<file path="src/rtl/display_pkg.sv">
// Shared types for the multiplexed 4-digit display scanner: FSM states,
// digit index and the value/dp/enable/lzb register captured on load.
package display_pkg;

  typedef enum logic {ST_BLANK, ST_SHOW} state_t;

  typedef logic [1:0] digit_t;

  typedef struct packed {
    logic [15:0] value;
    logic [3:0]  dp;
    logic [3:0]  en;
    logic        lzb;
  } disp_t;

  localparam disp_t DISP_RESET = '{value: 16'h0000, dp: 4'h0, en: 4'hF, lzb: 1'b0};

  // Digit 0 is never blanked as a leading zero so a zero value still shows "0".
  function automatic logic digit_dark(input disp_t d, input digit_t k);
    logic lz;
    lz = 1'b0;
    case (k)
      2'd3:    lz = (d.value[15:12] == 4'h0);
      2'd2:    lz = (d.value[15:8] == 8'h00);
      2'd1:    lz = (d.value[15:4] == 12'h000);
      default: lz = 1'b0;
    endcase
    return !d.en[k] || (d.lzb && lz);
  endfunction

endpackage

</file>
<file path="src/rtl/slot_counter.sv">
// Per-digit slot timer and digit index; wrap marks the last cycle of a slot,
// frame marks the last cycle of the digit-3 slot.
module slot_counter
  import display_pkg::*;
#(
  parameter int SLOT_CYCLES = 65536,
  parameter int CW          = $clog2(SLOT_CYCLES)
) (
  input  logic          clk_i,
  input  logic          reset_i,
  output logic [CW-1:0] count,
  output digit_t        digit,
  output logic          wrap,
  output logic          frame
);

  assign wrap  = (count == CW'(SLOT_CYCLES - 1));
  assign frame = wrap && (digit == 2'd3);

  always_ff @(posedge clk_i or posedge reset_i) begin
    if (reset_i) begin
      count <= '0;
      digit <= 2'd0;
    end else if (wrap) begin
      count <= '0;
      digit <= digit + 2'd1;
    end else begin
      count <= count + CW'(1);
    end
  end

endmodule

</file>
<file path="src/rtl/display_scan.sv">
// Time-multiplexed 4-digit display driver with blanking gap, leading-zero
// blanking and frame-synchronous (tear-free) loading of new content.
module display_scan
  import display_pkg::*;
#(
  parameter int SLOT_CYCLES  = 65536,
  parameter int BLANK_CYCLES = 1024
) (
  input  logic        clk_i,
  input  logic        reset_i,
  input  logic [15:0] value_i,
  input  logic [3:0]  dp_i,
  input  logic [3:0]  digit_en_i,
  input  logic        lzb_i,
  input  logic        load_i,
  output logic        load_ack_o,
  output logic [3:0]  nibble_o,
  output logic        dp_o,
  output logic [3:0]  an_o,
  output logic        frame_o
);

  localparam int CW = $clog2(SLOT_CYCLES);

  logic [CW-1:0] count;
  digit_t        digit;
  logic          wrap;
  logic          frame;
  state_t        state_q, state_d;
  disp_t         disp_q, pend_q, load_in;
  logic          pend_vld;
  logic          dark;

  slot_counter #(.SLOT_CYCLES(SLOT_CYCLES), .CW(CW)) u_slot (
    .clk_i   (clk_i),
    .reset_i (reset_i),
    .count   (count),
    .digit   (digit),
    .wrap    (wrap),
    .frame   (frame)
  );

  assign load_in    = '{value: value_i, dp: dp_i, en: digit_en_i, lzb: lzb_i};
  assign frame_o    = frame;
  assign load_ack_o = frame && (pend_vld || load_i);
  assign dark       = digit_dark(disp_q, digit);
  assign nibble_o   = disp_q.value[{digit, 2'b00} +: 4];

  always_ff @(posedge clk_i or posedge reset_i) begin
    if (reset_i) state_q <= ST_BLANK;
    else         state_q <= state_d;
  end

  // State tracks the counter value that will be present after this edge.
  always_comb begin
    state_d = state_q;
    an_o    = 4'hF;
    dp_o    = 1'b1;
    if (wrap)                               state_d = ST_BLANK;
    else if (count == CW'(BLANK_CYCLES - 1)) state_d = ST_SHOW;
    if (state_q == ST_SHOW && !dark) begin
      an_o = ~(4'b0001 << digit);
      dp_o = ~disp_q.dp[digit];
    end
  end

  // Displayed content only changes at the frame boundary; a load on that
  // same cycle bypasses the pending register.
  always_ff @(posedge clk_i or posedge reset_i) begin
    if (reset_i) begin
      pend_q   <= DISP_RESET;
      disp_q   <= DISP_RESET;
      pend_vld <= 1'b0;
    end else begin
      if (load_i) pend_q <= load_in;
      if (frame) begin
        pend_vld <= 1'b0;
        if (load_i)        disp_q <= load_in;
        else if (pend_vld) disp_q <= pend_q;
      end else if (load_i) begin
        pend_vld <= 1'b1;
      end
    end
  end

endmodule
</file>
<file path="config.mk">
export PLATFORM = sky130hd
export DESIGN_NAME = display_scan
export DESIGN_NICKNAME = d
export VERILOG_FILES = /design/src/rtl/display_pkg.sv /design/src/rtl/slot_counter.sv /design/src/rtl/display_scan.sv
export SDC_FILE = /design/constraint.sdc
export NUM_CORES = 1
export LEC_CHECK = 0
export ABC_CLOCK_PERIOD_IN_PS = 3200
export CAP_MARGIN = 20
export CORE_AREA = 2 2 78 80
export DETAILED_ROUTE_END_ITERATION = 16
export DIE_AREA = 0 0 80 82
export MAX_ROUTING_LAYER = met4
export PLACE_DENSITY = 0.77
export SYNTH_ARGS = -nofsm -noshare
export SYNTH_HDL_FRONTEND = slang
export SYNTH_SLANG_ARGS = --single-unit
</file>
<file path="constraint.sdc">
create_clock -name clk_i -period 3.2 [get_ports clk_i]
set_input_delay 0.32 -clock clk_i [delete_from_list [all_inputs] [get_ports clk_i]]
set_output_delay 0.32 -clock clk_i [all_outputs]
set_load 0.05 [all_outputs]
</file>
# Word level (Yosys, flattened, before mapping)
# Cells that the tools add are included.
[op_classes] bitwise=2 addsub=2 n_mux=14 n_eq_ne=5 reduce_logical=15 shifts=2 n_lt_le_gt_ge=1
[op_table] operator="25-bit two-way mux" n=2
[op_table] operator="16-bit by 1-bit adder with 16-bit output, second input constant" n=1
[op_table] operator="16-bit by 10-bit == test with 1-bit output, second input constant" n=1
[op_table] operator="16-bit == test, second input constant" n=1
[op_table] operator="16-bit two-way mux" n=1
[op_table] operator="16-bit by 5-bit variable part select with 4-bit output" n=1
[op_table] operator="12-bit zero test" n=1
[op_table] operator="8-bit zero test" n=1
[op_table] operator="1-bit two-way mux" n=7
[op_table] operator="2-bit nonzero test" n=3
[op_table] operator="1-bit binary-select mux with 2-bit select" n=2
[op_table] operator="2-bit == test, second input constant" n=2
[op_table] operator="1-bit logical AND" n=4
[op_table] operator="4-bit zero test" n=1
[op_table] operator="4-bit two-way mux" n=1
[op_table] operator="4-bit inverter" n=1
[op_table] operator="1-bit by 2-bit << shifter with 4-bit output, first input constant" n=1
[op_table] operator="2-bit by 3-bit less-than comparator with 1-bit output, second input constant" n=1
[op_table] operator="1-bit one-hot mux with 3 select lines" n=1
[op_table] operator="2-bit by 1-bit adder with 2-bit output, second input constant" n=1
[op_table] operator="2-bit by 1-bit == test with 1-bit output, second input constant" n=1
[op_table] operator="1-bit zero test" n=2
[op_table] operator="1-bit logical OR" n=2
[op_table] operator="2-bit AND reduction" n=1
[op_table] operator="1-bit inverter" n=1
[totals] inputBits=28 output_inout_bits=11 reg_bits=70 elab_cells=53

# Depth between registers and ports, before layout
# Gate-level depths: netlist of the first run.
[logic_depth] ltp_word=7 ltp_mapped=7 mapped_depth_nobuf=5

# Cells and area by module
# A second synthesis of the first run with hierarchy kept.
[hier_totals] cells_unflattened=219 hier_area_um2=3216.8
[modules_own_cells] mod="display_scan" cells_per_inst=143 seq_area_each_um2=1311.3 area_each_um2=2336.0 n_inst=1
[modules_own_cells] mod="slot_counter" cells_per_inst=76 seq_area_each_um2=450.4 area_each_um2=880.8 n_inst=1

# Least setup slack after synthesis of the first run
# OpenSTA, ideal clock, no wires.
[synth_path] path_kind="register -> register" startpoint="reg u_slot.count[0]" endpoint="reg disp_q[0] (netlist name)" required_ns=3.072 n_path_buf=2 period_less_slack_ns=2.390 setup_slack_ns=0.810 setup_time_ns=0.128 arrival_time_ns=2.263 path_stages_with_launch=8 cell_sequence="dfrtp_1 > ha_1 > nand3_1 > or4_1 > buf_2 > nor3_4 > buf_6 > mux2_1"
[synth_via] elab_chain_len=3
[synth_rtl] element="start: declaration" line_no="slot_counter.sv:11" rtl="output logic [CW-1:0] count,"
[synth_rtl] element="start signal: assignment" line_no="slot_counter.sv:28" rtl="count <= count + CW'(1);"
[synth_rtl] element="16-bit == test" line_no="slot_counter.sv:17" rtl="assign wrap = (count == CW'(SLOT_CYCLES - 1));"
[synth_rtl] element="1-bit logical AND" line_no="slot_counter.sv:18" rtl="assign frame = wrap && (digit == 2'd3);"
[synth_rtl] element="2-bit AND reduction (no line)"
[synth_rtl] element="end signal: assignment" line_no="display_scan.sv:78" rtl="if (load_i) disp_q <= load_in;"
[synth_rtl] element="end signal: assignment" line_no="display_scan.sv:79" rtl="else if (pend_vld) disp_q <= pend_q;"
[synth_rtl] element="end: declaration" line_no="display_scan.sv:30" rtl="disp_t disp_q, pend_q, load_in;"
# No other way between the ends.
# A chain may end at the register's enable or synchronous reset.

# Worst setup path after layout of the first run
[layout_path] startpoint="reg u_slot.digit[0]" endpoint="out an_o[1]"
[layout_via] elab_chain_len=7 elab_cells_between_ends=14 cone_classes="3 x eq/ne; 1 x shift; 4 x mux; 1 x bitwise; 5 x reduce/logical"
[layout_rtl] element="start: declaration" line_no="slot_counter.sv:12" rtl="output digit_t digit,"
[layout_rtl] element="start signal: assignment" line_no="slot_counter.sv:26" rtl="digit <= digit + 2'd1;"
[layout_rtl] element="2-bit by 1-bit == test with 1-bit output (tied with other cells)" line_no="display_pkg.sv:22" rtl="case (k)"
[layout_rtl] element="1-bit one-hot mux with 3 select lines / 1-bit two-way mux (equally long branches)" line_no="display_pkg.sv:22, display_pkg.sv:28"
[layout_rtl] element="1-bit logical AND / 1-bit zero test (equally long branches)" line_no="display_pkg.sv:28" rtl="return !d.en[k] || (d.lzb && lz);"
[layout_rtl] element="1-bit logical OR" line_no="display_pkg.sv:28"
[layout_rtl] element="1-bit zero test" line_no="display_scan.sv:61" rtl="if (state_q == ST_SHOW && !dark) begin"
[layout_rtl] element="1-bit logical AND" line_no="display_scan.sv:61"
[layout_rtl] element="4-bit two-way mux (*)" line_no="display_scan.sv:61"
[layout_rtl] element="end: declaration" line_no="display_scan.sv:19" rtl="output logic [3:0] an_o,"
# Mark *: on every way between the ends. The rest lies on a longest branch, timed or not. The select of a mux whose other input is x is not followed.

==> results of run 1 <==
-- power by group through the flow --
stage | clock network, uW | logic, uW | registers, uW
floorplan | 0 | 79.5 | 959
global placement | 0 | 132 | 962
global route | 829 | 148 | 953
CTS | 790 | 138 | 949
detailed placement | 0 | 136 | 965
finish | 773 | 135 | 949
-- critical path, stage by stage (launching register included) --
cell and delay [ps]:
dfrtp_1 530, inv_1 140, ha_1 220, nand3b_1 170, o311a_1 420, nand2_1 100
clkdlybuf4s50_1 800
-- layout by cell type, fill, tap and decap left out, drive strengths merged --
cell,count
a211oi,1
a31oi,1
and2,1
and3,1
buf,9
bufinv,2
clkbuf,10
clkdlybuf4s50,36
clkinv,2
clkinvlp,2
dfrtp,62
dfstp,8
dlymetal6s2s,1
ha,6
inv,6
mux2,51
mux4,6
nand2,8
nand3,5
nand3b,1
nand4,5
nor2,19
nor3,4
nor4,7
o311a,1
or3,1
or4,1
xnor2,10
xor2,5
-- cell type report --
type,count,area share (%)
clock buffer,10,3.65
clock inverter,6,2.26
inverter,6,0.598
multi-input combinational,134,32.2
sequential,70,46.8
tap,75,2.49
timing repair buffer,46,12.0
-- final timing paths --
path	endpoint	slack, ps	cells past startpoint	from
min	disp_q[20]	450	2	reset_i
max	an_o[1]	160	6	u_slot.digit[0]
min in group clk_i	u_slot.count[0]	490	1	u_slot.count[0]
min reg2reg	u_slot.count[0]	490	1	u_slot.count[0]
max in group asynchronous	pend_q[4]	1970	3	reset_i
max reg2reg	disp_q[8]	510	6	u_slot.count[0]
-- what timing repair did --
| item | in CTS | in global routing |
|---|---|---|
| buffers inserted | 0 | 0 |
| setup endpoints to repair | 0 | 1 |
| gates resized for setup | 0 | 1 |
| endpoints found under the hold margin | 0 | 0 |
| hold buffers | 0 | 0 |
-- metrics by stage --
stage	cells	power, uW	hold slack (ps)	instance area (um2)	setup slack (ps)
5_1_grt	347	1930	499	3770	32.4
2_1_floorplan	218	1040	452	3040	810
6_report	347	1860	445	3770	164
3_3_place_gp	331	1090	463	3540	471
3_5_place_dp	331	1100	476	3540	409
4_1_cts	347	1880	449	3760	4.33
-- Yosys cell counts, types with 2 or more instances --
master	count	area, um2
ha_1	6	75.1
dfrtp_1	62	1550
mux2_2	32	360
nor2_1	19	71.3
xor2_1	5	43.8
buf_6	2	22.5
buf_1	2	7.51
mux2_1	19	214
nand4_1	4	25.0
xnor2_1	10	87.6
mux4_2	6	135
clkbuf_1	3	11.3
nand2_1	8	30.0
nor3_1	3	15.0
dfstp_2	8	210
inv_1	6	22.5
nand3_1	5	25.0
nor4_1	7	43.8
-- logic make-up (layout without fill, tap and decap cells) --
group,Yosys count,in the layout,share of synthesized area (%)
xor gates and xnor gates,15,15,4.32
AOI/OAI and AO/OA,3,3,0.781
muxes,57,57,23.3
adders and majority gates,6,6,2.47
DFF,70,70,57.9
and+or+nand+nor,53,53,8.96
buffers and inverters,14,68,2.26
-- flip-flops by register name, indices dropped and copies added, names as in the netlist --
signal / count
disp_q: 25
pend_q: 25
pend_vld: 1
state_q: 1
u_slot.count: 16
u_slot.digit: 2
-- metal layers --
layer / wire (um) / GRT usage (%)
met5: 0 / -
met4: 141 / 10.8
met3: 260 / 4.07
met2: 2800 / 33.3
met1: 2410 / 23.7
==> flow_summary.yaml, run 1 <==
routing:
  drt_wl_total_um: 5620
  drt_iter0_drc: 174
  vias_per_cell: 5.30
  dr.pass1.iters: 5
  avgRoutedWirePerCell_um: 16.2
  vias: 1839
  postRouteAntennaNets: 0
  drc: 0
power_and_ir_drop:
  intPower_uw: 1460
  clkPwrFrac_pct: 41.7
  swShare_pct: 21.1
  leakage_uw: 0.00169
  p_comb_share_pct: 7.2
  p_sw_uw: 392
  peakVddDrop_uv: 292
  power_density_mw_per_mm2: 493
  seqPwrFrac_pct: 51.1
die:
  boundaryPins: 39
  die_y_um: 82
  die_w_um: 80
  dieArea_mm2: 0.00656
  start_util_pct: 53.0
  rows: 28
  coreArea_mm2: 0.00575
timing:
  worst_pin_slew_ps: 785
  max_clock_freq_ghz: 0.329
  finClkSkew_ps: 8.77
  report.final.hold_viol_count: 0
  tns_ps: 0
  rsz0062_at_grt: "no"
  period_needed_ps: 3040
  setup_viol: 0
  slew_viol_final: 0
  fin_crit_sh_pct: 94.9
  slew_headroom_pct: 47.6
clock_network:
  worstSkewPairLatency_ps: 340
  cts_htree_levels: 3
  cts_buffers: 9
  cts.sinks: 70
  path_clk_slew_ps: 80
  root_buffer: "clkbuf_8"
  cts_tree: "yes"
  cts_buffer_depth: 2
finish:
  nets: 301
  num_antenna_cells: 0
  fillerInstances: 428
  drive_gt1_share_pct: 27.2
  final_util_pct: 65.5
  area_growth_pct: 23.8
  seqCellArea_mm2: 0.00176
  multi_input_area_mm2: 0.00121
critical_path:
  critPathKind: "reg -> out"
  critPathCaptureType: "output pin"
  crit_path_start_kind: "register"
  worstPathRequired_ps: 2880
  cp_data_arrival_time_ps: 2720
  cp_max_fo: 7
outcome:
  outcome: "finished clean"
grt:
  grtUsageTotal_pct: 20.3
  grt_pass1_vias: 1947
  grt_max_degree: 38
  grt-ovfl-total: 0
  grt_pass1_wl_um: 9400
  antenna_found_initial: 0
synth:
  synth_warnings: 0
  ys_seq_area_share_pct: 57.9
  async_flop_share_pct: 100
  netlist-cell-type-count: 29
  postSynthCellCount: 218
  ys.flop_type: "dfrtp_1"
  synth_edf_count: 0
  syn_avg_cell_area_um2: 14.0
  postSynthNetCount: 252
  syn_area_mm2: 0.00304
  ys_ff_latch: 70
placement:
  gp_congestion: 0.860
  port_buffers: 38
  hpwl_um: 3860
worst_hold_path:
  min_path_type: "in -> async"
job:
  maxCapViolCount: 0
Power figures use the tool's default switching activity.
==> run 2, diff against run 1 <==
- ABC_AREA: unset -> 1
- CORE_AREA: 2 2 78 80 -> 2 2 86 80
- DIE_AREA: 0 0 80 82 -> 0 0 88 82
==> run 2 against run 1 <==
Net effect: critical path depth decreased by 1; count of clock-buffer cells in the layout unchanged; design area increased by 5.4%; sequential cell count unchanged; largest cell class unchanged.
==> flow_summary.yaml, run 2 <==
outcome:
  outcome: "finished clean"
routing:
  vias_per_cell: 5.18
  dr.pass1.iters: 4
  drt_wl_total_um: 7150
  vias: 2779
  drt_iter0_drc: 191
  avgRoutedWirePerCell_um: 13.3
  drc: 0
  postRouteAntennaNets: 0
finish:
  final_util_pct: 62.6
  final_cell_mix: "nand2_1 (157), dfrtp_1 (62), nor2_1 (41), clkdlybuf4s50_1 (32), nand4_1 (26)"
  final_area_mm2: 0.00397
  area_growth_pct: 18.0
  seqCellArea_mm2: 0.00176
  drive_gt1_share_pct: 9.87
  final_common_cell: "nand2_1"
  largestRegisters: "disp_q: 25 flops, pend_q: 25 flops, u_slot.count: 16 flops"
  multi_input_area_mm2: 0.00141
  nets: 475
  fillerInstances: 519
  final_cells: 536
  num_antenna_cells: 0
placement:
  gp_congestion: 0.916
  hpwl_um: 4930
  dp_cells: 520
  port_buffers: 38
  dpl_cell_area_mm2: 0.00376
die:
  die_y_um: 82
  boundaryPins: 39
  start_util_pct: 53.0
  dieArea_mm2: 0.00722
  rows: 28
  die_w_um: 88
  coreArea_mm2: 0.00634
timing:
  tns_ps: 0
  finClkSkew_ps: 11.2
  slew_viol_final: 0
  setup_viol: 0
  rsz0062_at_grt: "no"
  report.final.hold_viol_count: 0
  period_needed_ps: 2840
  fin_crit_sh_pct: 88.9
  slew_headroom_pct: 36.9
  max_clock_freq_ghz: 0.352
  hold_slack_ps: 475
  worst_pin_slew_ps: 944
power_and_ir_drop:
  power_density_mw_per_mm2: 442
  peakVddDrop_uv: 357
  leakage_uw: 0.00199
grt:
  grt_pass1_wl_um: 12100
  grt_pass1_vias: 2643
  antenna_found_initial: 0
  grt_max_degree: 47
  grt-ovfl-total: 0
  grtUsageTotal_pct: 22.9
clock_network:
  cts_htree_levels: 3
  cts_buffers: 9
  cts_buffer_depth: 2
  postCtsHoldBufs: 0
  worstSkewPairLatency_ps: 360
  cts.sinks: 70
  cts_tree: "yes"
  root_buffer: "clkbuf_8"
  cts_setup_buffers: 0
  cts_resized: 0
  path_clk_slew_ps: 80
critical_path:
  crit_path_start_kind: "register"
  cp_data_arrival_time_ps: 2520
  critPathCaptureType: "output pin"
  cp_max_fo: 17
  worstPathRequired_ps: 2880
  critPathKind: "reg -> out"
job:
  maxCapViolCount: 0
synth:
  synth_warnings: 0
  ys.flop_type: "dfrtp_1"
  synth.most_common_cell: "nand2_1"
  netlist-cell-type-count: 30
  synth_top_area_share_pct: 46.1
  yosys.area.top_type: "dfrtp_1"
  synth_commonest_cells: "nand2_1 (157), dfrtp_1 (62), nor2_1 (41)"
  ys_ff_latch: 70
  async_flop_share_pct: 100
  synth.top_cells.by_area: "dfrtp_1 (46%), nand2_1 (18%), dfstp_2 (6.3%)"
  syn_area_mm2: 0.00336
  postSynthNetCount: 440
  ys_seq_area_share_pct: 52.4
  synth_edf_count: 0
  postSynthCellCount: 406
  syn_avg_cell_area_um2: 8.28
worst_hold_path:
  min_path_type: "reg -> reg"
[run 2: through the flow]
stage | setup WS (ps) | total power, uW
finish | 355 | 1750
global route | 141 | 1820
CTS | 364 | 1770
detailed placement | 750 | 1040
global placement | 876 | 1040
floorplan | 862 | 989
[run 2: worst paths after layout]
path / end / from / cells after the start / slack, ps
worst max-delay path: nibble_o[0] / u_slot.digit[0] / 5 / 360
worst min-delay path: disp_q[3] / disp_q[3] / 2 / 480
worst max register to register: disp_q[0] / u_slot.count[0] / 8 / 1050
worst min register to register: disp_q[3] / disp_q[3] / 2 / 480
max in group asynchronous: disp_q[14] / reset_i / 3 / 1970
min in group asynchronous: pend_q[9] / reset_i / 2 / 500
[run 2: final cells by class]
cell class                      instances  area share (%)
Clock inverter                          6            1.73
Tap cell                               90            2.84
Inverter                               23            2.18
Multi-Input combinational cell        295            35.4
Clock buffer                           10            3.47
Timing Repair Buffer                   42            9.96
Sequential cell                        70            44.4
[run 2: cells by family (layout without fill, tap and decap cells)]
logic type / after synthesis / count (layout) / synth area share [%]
AOI/OAI and AO/OA: 25 / 25 / 4.06
xor gates and xnor gates: 9 / 9 / 2.34
adders and majority gates: 6 / 6 / 2.23
buffers and inverters: 41 / 81 / 5.80
DFF: 70 / 70 / 52.4
and+or+nand+nor: 255 / 255 / 33.2
[run 2: power by group]
part	switching [uW]	internal, uW	leakage, uW
clock	347	385	0.000103
sequential	7.19	915	0.000892
combinational	56.1	44.2	0.000999
[run 2: critical path: stages, from the launching register on]
cell,delay (ps)
dfrtp_1,600
inv_1,340
a21oi_1,210
o21ai_0,100
o21ai_0,90
clkdlybuf4s50_1,820
[run 2: routing by layer]
metal	vias up	wire length, um	GRT usage, %
li1	1376	-	-
met1	1298	3440	30.6
met2	88	3090	33.9
met3	17	471	5.63
met4	0	145	9.23
met5	-	0	-
